==> src/rtl/uart_ctrl_pkg.sv <==
// Shared types and constants for the UART transmit control slice.
package uart_ctrl_pkg;

    typedef enum logic [1:0] {
        IDLE       = 2'd0,
        LAUNCH     = 2'd1,
        WAIT_START = 2'd2,
        WAIT_DONE  = 2'd3
    } arbState_t;

    localparam int BYTE_W              = 8;
    localparam int DEF_TIMEOUT_CYCLES  = 4096;
    localparam int TIMEOUT_CNT_W       = 16;

endpackage

==> src/rtl/rr_pick.sv <==
// Rotate-priority picker: first asserted request after lastGrant, wrapping modulo NUM_REQ.
module rr_pick #(
    parameter int NUM_REQ = 4,
    parameter int GW      = $clog2(NUM_REQ)
) (
    input  logic [NUM_REQ-1:0] req,
    input  logic [GW-1:0]      lastGrant,
    output logic [GW-1:0]      winner,
    output logic               valid
);

    logic [GW:0] slot;

    always_comb begin
        winner = '0;
        valid  = 1'b0;
        slot   = '0;
        for (int off = 1; off <= NUM_REQ; off++) begin
            slot = {1'b0, lastGrant} + (GW+1)'(off);
            if (slot >= (GW+1)'(NUM_REQ)) begin
                slot = slot - (GW+1)'(NUM_REQ);
            end
            if (!valid && req[slot[GW-1:0]]) begin
                valid  = 1'b1;
                winner = slot[GW-1:0];
            end
        end
    end

endmodule

==> src/rtl/uart_tx_arbiter.sv <==
// Round-robin sharing of one UART transmitter among NUM_REQ byte producers, one byte per frame.
// Optional frame watchdog enabled by defining UART_ARB_TIMEOUT_EN.
module uart_tx_arbiter
    import uart_ctrl_pkg::*;
#(
    parameter int NUM_REQ        = 4,
    parameter int GW             = $clog2(NUM_REQ),
    parameter int TIMEOUT_CYCLES = DEF_TIMEOUT_CYCLES
) (
    input  logic                        sys_clk,
    input  logic                        sys_rst_l,
    input  logic [NUM_REQ-1:0]          req,
    input  logic [BYTE_W*NUM_REQ-1:0]   req_data,
    output logic [NUM_REQ-1:0]          req_ack,
    output logic [NUM_REQ-1:0]          req_done,
    output logic                        xmitH,
    output logic [BYTE_W-1:0]           xmit_dataH,
    input  logic                        xmit_doneH,
    output logic                        busy,
    output logic [GW-1:0]               grant_id,
    output logic                        timeout_err
);

    arbState_t    state, nextState;
    logic [GW-1:0] lastGrant;
    logic [GW-1:0] pickIdx;
    logic          pickValid;
    logic          capture;
    logic          frameDone;
    logic          timeoutHit;

    rr_pick #(.NUM_REQ(NUM_REQ), .GW(GW)) uPick (
        .req       (req),
        .lastGrant (lastGrant),
        .winner    (pickIdx),
        .valid     (pickValid)
    );

`ifdef UART_ARB_TIMEOUT_EN
    localparam logic [TIMEOUT_CNT_W-1:0] TIMEOUT_LAST = TIMEOUT_CNT_W'(TIMEOUT_CYCLES - 1);
    logic [TIMEOUT_CNT_W-1:0] toCnt;

    assign timeoutHit = ((state == WAIT_START) || (state == WAIT_DONE)) && (toCnt == TIMEOUT_LAST);

    always_ff @(posedge sys_clk or negedge sys_rst_l) begin
        if (!sys_rst_l) begin
            toCnt       <= '0;
            timeout_err <= 1'b0;
        end else begin
            if (state == LAUNCH) begin
                toCnt <= '0;
            end else if ((state == WAIT_START) || (state == WAIT_DONE)) begin
                toCnt <= toCnt + 1'b1;
            end
            if (timeoutHit) begin
                timeout_err <= 1'b1;
            end
        end
    end
`else
    assign timeoutHit  = 1'b0;
    assign timeout_err = 1'b0;
`endif

    always_comb begin
        nextState = state;
        unique case (state)
            IDLE:       if (xmit_doneH && pickValid) nextState = LAUNCH;
            LAUNCH:     nextState = WAIT_START;
            WAIT_START: if (!xmit_doneH) nextState = WAIT_DONE;
            WAIT_DONE:  if (xmit_doneH) nextState = IDLE;
            default:    nextState = IDLE;
        endcase
        // The watchdog abandons the frame from either wait state.
        if (timeoutHit) begin
            nextState = IDLE;
        end
    end

    assign capture   = (state == IDLE) && xmit_doneH && pickValid;
    assign frameDone = (state == WAIT_DONE) && xmit_doneH && !timeoutHit;
    assign busy      = (state != IDLE);

    always_ff @(posedge sys_clk or negedge sys_rst_l) begin
        if (!sys_rst_l) begin
            state      <= IDLE;
            lastGrant  <= GW'(NUM_REQ - 1);
            grant_id   <= '0;
            xmit_dataH <= '0;
            xmitH      <= 1'b0;
            req_ack    <= '0;
            req_done   <= '0;
        end else begin
            state    <= nextState;
            xmitH    <= (state == LAUNCH);
            req_ack  <= '0;
            req_done <= '0;
            if (capture) begin
                xmit_dataH <= req_data[pickIdx*BYTE_W +: BYTE_W];
                grant_id   <= pickIdx;
                req_ack    <= NUM_REQ'(1) << pickIdx;
            end
            if (frameDone) begin
                req_done  <= NUM_REQ'(1) << grant_id;
                lastGrant <= grant_id;
            end else if (timeoutHit) begin
                lastGrant <= grant_id;
            end
        end
    end

endmodule

==> config.mk <==
export PLATFORM = sky130hd
export DESIGN_NAME = uart_tx_arbiter
export DESIGN_NICKNAME = d
export VERILOG_FILES = /design/src/rtl/uart_ctrl_pkg.sv /design/src/rtl/rr_pick.sv /design/src/rtl/uart_tx_arbiter.sv
export SDC_FILE = /design/constraint.sdc
export NUM_CORES = 1
export LEC_CHECK = 0
export ABC_CLOCK_PERIOD_IN_PS = 1800
export BUFFER_PORTS_ARGS = -buffer_cell sky130_fd_sc_hd__clkbuf_2
export CORE_MARGIN = 2
export CORE_UTILIZATION = 35
export DETAILED_ROUTE_END_ITERATION = 6
export SYNTH_ARGS = -nofsm -noshare
export SYNTH_HDL_FRONTEND = slang
export SYNTH_SLANG_ARGS = --single-unit
export TNS_END_PERCENT = 5
==> constraint.sdc <==
create_clock -name sys_clk -period 1.8 [get_ports sys_clk]
set_input_delay 0.09 -clock sys_clk [delete_from_list [all_inputs] [get_ports sys_clk]]
set_output_delay 0.09 -clock sys_clk [all_outputs]
set_load 0.005 [all_outputs]
## Yosys cells after proc, flatten, opt, wreduce, memory -nomap -nowiden

Cells that the tools add are included.
W data, S select, Z words.

- Memories kept: 0
- Bits in read-only memories: 0
- Register bits: 23
- Latch bits: 0
- Bits in writable memories: 0

- Equality and inequality tests: 6
- Shift-type cells: 3
- Multipliers: 0
- Bitwise logic cells: 0
- Add/subtract/negate cells: 8
- Magnitude comparators: 8
- Divide/modulo/power cells: 0
- Muxes and demuxes: 26
- Reductions and logical operators: 13

Operators by type and width:

| kind | number |
|---|---|
| $shiftx A32 B6 Y8 | 1 |
| $mux W2 | 11 |
| $ge A3 B3 Y1 const B | 4 |
| $lt A2 B3 Y1 const B | 4 |
| $bmux W1 S2 | 4 |
| $mux W1 | 8 |
| $mux W4 | 2 |
| $pmux W2 S4 | 1 |
| $shl A1 B2 Y4 const A | 2 |
| $sub A2 B1 Y2 const B | 4 |
| $logic_and A1 B1 Y1 | 7 |
| $add A2 B2 Y3 const B | 2 |
| $ne A2 B2 Y1 const B | 3 |
| $eq A2 B2 Y1 const B | 2 |
| $add A2 B1 Y3 const B | 1 |
| $add A2 B3 Y3 const B | 1 |
| $logic_not A1 Y1 | 3 |
| $reduce_and A3 Y1 | 1 |
| $eq A2 B1 Y1 const B | 1 |
| $logic_not A2 Y1 | 1 |
| $reduce_bool A2 Y1 | 1 |

## Depth between registers and ports, before layout

- Depth after elaboration: 18
- Gate-level depth with buffers: 7

## Cells and area by module

From an unflattened synthesis, not the netlist that was laid out.

- Cells, all modules: 116
- Area total of the unflattened synthesis: 1276.2 sq um

Modules (own cells, without submodules):

| module | sequential area each (sq um) | cells an instance | instances | area an instance (sq um) |
|---|---|---|---|---|
| uart_tx_arbiter | 578.1 | 102 | 1 | 1184.9 |
| rr_pick | 0.0 | 14 | 1 | 91.3 |

## Worst setup path after synthesis

Ideal clock, no wire load.

- Path type: register to register
- Start point: register lastGrant[0]
- End point: register xmit_dataH[0]
- Data arrival time: 1.520 ns
- Cell stages (with the launch flop): 8
- Required time: 1.648 ns
- Clock period less this slack: 1.672 ns
- Slack: 0.128 ns
- Path buffers: 2
- Path through: dfstp_2 > nand2b_1 > a21boi_4 > o211a_1 > buf_6 > buf_12 > mux2i_1 > o221ai_1

- Longest elaborated chain between the ends: 16
- Elaborated cells on any way between the ends: 40
- Classes of those cells: add/sub: 8; order compare: 4; shift: 1; mux: 20; reduce/logical: 7

Ends and longest elaborated chain:

| element | RTL line | source |
|---|---|---|
| start: declaration | uart_tx_arbiter.sv:25 | `logic [GW-1:0] lastGrant;` |
| start signal: assignment | uart_tx_arbiter.sv:87 | `lastGrant <= GW'(NUM_REQ - 1);` |
| start signal: assignment | uart_tx_arbiter.sv:105 | `lastGrant <= grant_id;` |
| start signal: assignment | uart_tx_arbiter.sv:107 | `lastGrant <= grant_id;` |
| $add A2 B1 Y3 | rr_pick.sv:19 | `slot = {1'b0, lastGrant} + (GW+1)'(off);` |
| $ge A3 B3 Y1 or $sub A2 B1 Y2 (tied branches) | rr_pick.sv:20, rr_pick.sv:21 |  |
| $mux W2 | rr_pick.sv:20 | `if (slot >= (GW+1)'(NUM_REQ)) begin` |
| $bmux W1 S2 | rr_pick.sv:23 | `if (!valid && req[slot[GW-1:0]]) begin` |
| $mux W1 (not written as such) | rr_pick.sv:23 |  |
| $mux W1 | rr_pick.sv:23 |  |
| $logic_not A1 Y1 | rr_pick.sv:23 |  |
| $logic_and A1 B1 Y1 | rr_pick.sv:23 |  |
| $mux W1 | rr_pick.sv:23 |  |
| $logic_not A1 Y1 | rr_pick.sv:23 |  |
| $logic_and A1 B1 Y1 | rr_pick.sv:23 |  |
| $mux W1 | rr_pick.sv:23 |  |
| $logic_not A1 Y1 | rr_pick.sv:23 |  |
| $logic_and A1 B1 Y1 | rr_pick.sv:23 |  |
| $mux W2 or $mux W1 (tied branches) | rr_pick.sv:23 |  |
| $shiftx A32 B6 Y8 or $logic_and A1 B1 Y1 (tied branches) | uart_tx_arbiter.sv:99, uart_tx_arbiter.sv:80 |  |
| end signal: assignment | uart_tx_arbiter.sv:99 | `xmit_dataH <= req_data[pickIdx*BYTE_W +: BYTE_W];` |
| end: declaration | uart_tx_arbiter.sv:17 | `output logic [BYTE_W-1:0] xmit_dataH,` |

Parallel ways exist; a longest one is shown, timed or not. The select of a mux whose other input is x is not followed.
A chain may end at the register's enable or synchronous reset.

## Worst setup path after layout

- Start point: register lastGrant[0]
- End point: register xmit_dataH[1]

Same word-level chain as after synthesis.

==> flow_metrics.py <==
metrics = {
    "status": {
        "status": "complete, no violations",
    },
    "power_and_ir_drop": {
        "pwr-share-comb": 0.510,
        "clockPowerShare": 0.107,
        "powerDensity_mw_per_mm2": 1370,
        "p_int_w": 0.00140,
        "power_switching_w": 0.000840,
        "totalPowerFinal_w": 0.00224,
        "p_leak_nw": 0.894,
        "power_frac_seq": 0.383,
        "peakVddDrop_v": 0.000648,
        "switching_share": 0.376,
    },
    "floorplanning": {
        "io_pins": 60,
        "dieArea_mm2": 0.00397,
        "die_h_um": 63.0,
        "coreArea_mm2": 0.00334,
        "rows": 21,
        "die_x_um": 63.0,
        "start_util": 0.365,
    },
    "clocking": {
        "clock_sinks": 23,
        "insertion_delay_ns": 0.31,
        "h-tree-depth": 1,
        "clk_path_buf_depth": 2,
        "cts_buffers": 3,
        "clkTransAtPathRegs_ns": 0.12,
        "cts-root-buf": "clkbuf_4",
        "post-cts-setup-buffers": 0,
        "cts_tree": "done",
    },
    "detailed_routing": {
        "drc": 0,
        "wl_per_cell_um": 13.2,
        "drtPass1Iterations": 4,
        "wl_um": 2930,
        "drt_iter0_drc": 48,
        "viasPerCell": 4.85,
        "dr_total_vias": 1077,
        "antenna_left": 0,
    },
    "layout": {
        "area_growth_pct": 33.8,
        "layout-drive-gt1-share": 0.420,
        "final_nets": 221,
        "final_cell_count_no_fill": 222,
        "final_area_mm2": 0.00163,
        "num_antenna_cells": 0,
        "n_fill_cell": 338,
    },
    "timing": {
        "hold_viol": 0,
        "setup_viol": 0,
        "finalClockSkew_ns": 0.00180,
        "rsz0062_at_grt": "true",
        "relSlewSlack": 0.614,
        "finalWorstSetupSlack_ns": 0.0459,
        "finalCritPeriodShare": 0.975,
        "period_minus_slack_ns": 1.75,
        "tightestPinTransition_ns": 0.578,
        "fmax_ghz": 0.570,
        "slew_viol_final": 0,
    },
    "synthesis": {
        "syn_area_mm2": 0.00122,
        "yosysSeqAreaShare": 0.474,
        "yosysMostFrequentCell": "dfrtp_1",
        "synth-edff-count": 0,
        "synth_cell_types": 27,
        "syn_avg_cell_area_um2": 10.7,
        "synth_top_cell_area_share": 0.431,
        "yosys_warnings": 0,
        "syn_nets": 158,
        "async_flop_share": 1.00,
        "ys_seq_elements": 23,
        "synthCells": 114,
        "synth_area_leader_cell": "dfrtp_1",
        "yosys-top-cells-area": "dfrtp_1 (43%), mux2i_1 (14%), o221ai_1 (5.7%)",
        "synth_top_cells_by_count": "dfrtp_1 (21), mux2i_1 (17), nand2_1 (15), nor2_1 (10), o221ai_1 (8)",
        "synthFlopType": "dfrtp_1",
    },
    "critical_path": {
        "cp.arrival_ns": 1.95,
        "crit_family": "flip-flops",
        "path_class": "reg -> reg",
        "end_kind": "flop",
        "path_buf_inv": 1,
        "slowest_delay_ns": 0.58,
        "crit_fanout": 8,
        "slowest_stage": "dfstp_2",
        "startpoint_type": "flop",
        "worstPathRequired_ns": 2.00,
        "path_cells": "nand2b_4 -> a21boi_4 -> o211a_4 -> clkbuf_16 -> mux2i_1 -> o221ai_1",
    },
    "global_routing": {
        "grt_overflow_total": 0,
        "grt_pass1_vias": 1010,
        "antenna_found_initial": 0,
        "track_usage": 0.148,
        "grt_max_degree": 24,
        "grt_pass1_wl_um": 4590,
    },
    "placement": {
        "portBuffers": 58,
        "dp_slack_ns": 0.0381,
        "dp_hpwl_um": 2150,
        "place.gp.congestion": 0.749,
        "dp.cells": 216,
        "postPlaceCellArea_mm2": 0.00155,
    },
    "run": {
        "cap_violations": 0,
    },
    "worst_hold_path": {
        "min_path_type": "in -> reg",
    },
}
[sequential cells by signal, indices dropped and copies added (netlist names)]
signal,cells
req_ack,4
lastGrant,2
req_done,4
xmitH,1
state,2
xmit_dataH,8
grant_id,2
[layout by cell type (no fill, tap or decap), types with 2 or more instances in the layout]
cell type / netlist / layout
ha_1: 5 / 5
clkbuf_2: 0 / 58
nand3_1: 2 / 2
nor2_1: 10 / 10
inv_1: 5 / 5
o221ai_1: 8 / 8
buf_4: 1 / 2
o22ai_1: 2 / 2
o21ai_0: 3 / 3
mux2i_1: 17 / 17
dfstp_2: 2 / 2
dfrtp_1: 21 / 21
mux2_2: 2 / 2
clkbuf_4: 0 / 3
nor2b_1: 2 / 2
nor3_1: 2 / 2
nand2_1: 15 / 15
o21ai_1: 5 / 5
[area by class of cell]
| type | instances | area [µm²] | area share |
|---|---|---|---|
| Tap cell | 46 | 57.6 | 0.0353 |
| Timing Repair Buffer | 63 | 360 | 0.221 |
| Multi-Input combinational cell | 81 | 588 | 0.361 |
| Clock buffer | 3 | 22.5 | 0.0138 |
| Sequential cell | 23 | 578 | 0.355 |
| Inverter | 5 | 18.8 | 0.0115 |
| Clock inverter | 1 | 5.00 | 0.00307 |
[final timing paths]
path / startpoint / end / slack [ns] / cells after the start
max: lastGrant[0]$_DFFE_PN1P_ / xmit_dataH[1]$_DFFE_PN0P_ / 0.05 / 6
min in group asynchronous: sys_rst_l / req_done[0]$_DFF_PN0_ / 0.29 / 2
max in group asynchronous: sys_rst_l / xmit_dataH[7]$_DFFE_PN0P_ / 1.14 / 2
max reg2reg: lastGrant[0]$_DFFE_PN1P_ / xmit_dataH[1]$_DFFE_PN0P_ / 0.05 / 6
min: req_data[11] / xmit_dataH[3]$_DFFE_PN0P_ / 0.08 / 3
min reg2reg: lastGrant[0]$_DFFE_PN1P_ / lastGrant[0]$_DFFE_PN1P_ / 0.50 / 2
[worst register-to-register path: stages, from the launching register on]
cell       delay (ns)
dfstp_2          0.58
nand2b_4         0.13
a21boi_4         0.19
o211a_4          0.22
clkbuf_16        0.17
mux2i_1          0.21
o221ai_1         0.14
[cells by family (layout without fill, tap and decap cells)]
family                   after synthesis  after routing  share of synthesized area
other                                  1              1                    0.00308
buffers and inverters                 10             72                     0.0595
adder cells (fa/ha/maj)                5              5                     0.0513
AO/OA/AOI/OAI                         22             22                      0.134
flip-flops                            23             23                      0.474
multiplexers                          19             19                      0.158
AND/OR/NAND/NOR                       34             34                      0.119
[layer usage]
layer	part of all wire	wire length (µm)	GRT usage	vias up
met4	0.011	33	0.0500	0
met5	0	0	0	-
met2	0.53	1560	0.255	27
li1	-	-	-	526
met3	0.050	147	0.0414	5
met1	0.41	1190	0.177	519
[stage by stage]
stage | utilization | hold WS [ns] | setup TNS (ns)
5_1_grt | 0.489 | 0.0761 | -0.0351
2_1_floorplan | - | -0.206 | 0
3_5_place_dp | 0.464 | 0.112 | 0
6_report | 0.489 | 0.0800 | 0
3_3_place_gp | 0.464 | 0.106 | 0
4_1_cts | 0.475 | 0.0892 | 0
[power groups by stage]
stage | clock network (W) | registers, W | logic, W
global placement | 0 | 0.000856 | 0.00101
floorplan | 0 | 0.000852 | 0.000717
detailed placement | 0 | 0.000868 | 0.00105
finish | 0.000238 | 0.000857 | 0.00114
global route | 0.000279 | 0.000887 | 0.00126
CTS | 0.000249 | 0.000857 | 0.00105
[what timing repair did]
item	CTS	global route
hold endpoints to repair	21	0
hold buffers	1	0
setup endpoints to repair	0	8
resized for setup	0	3
(Power assumes the default switching activity.)
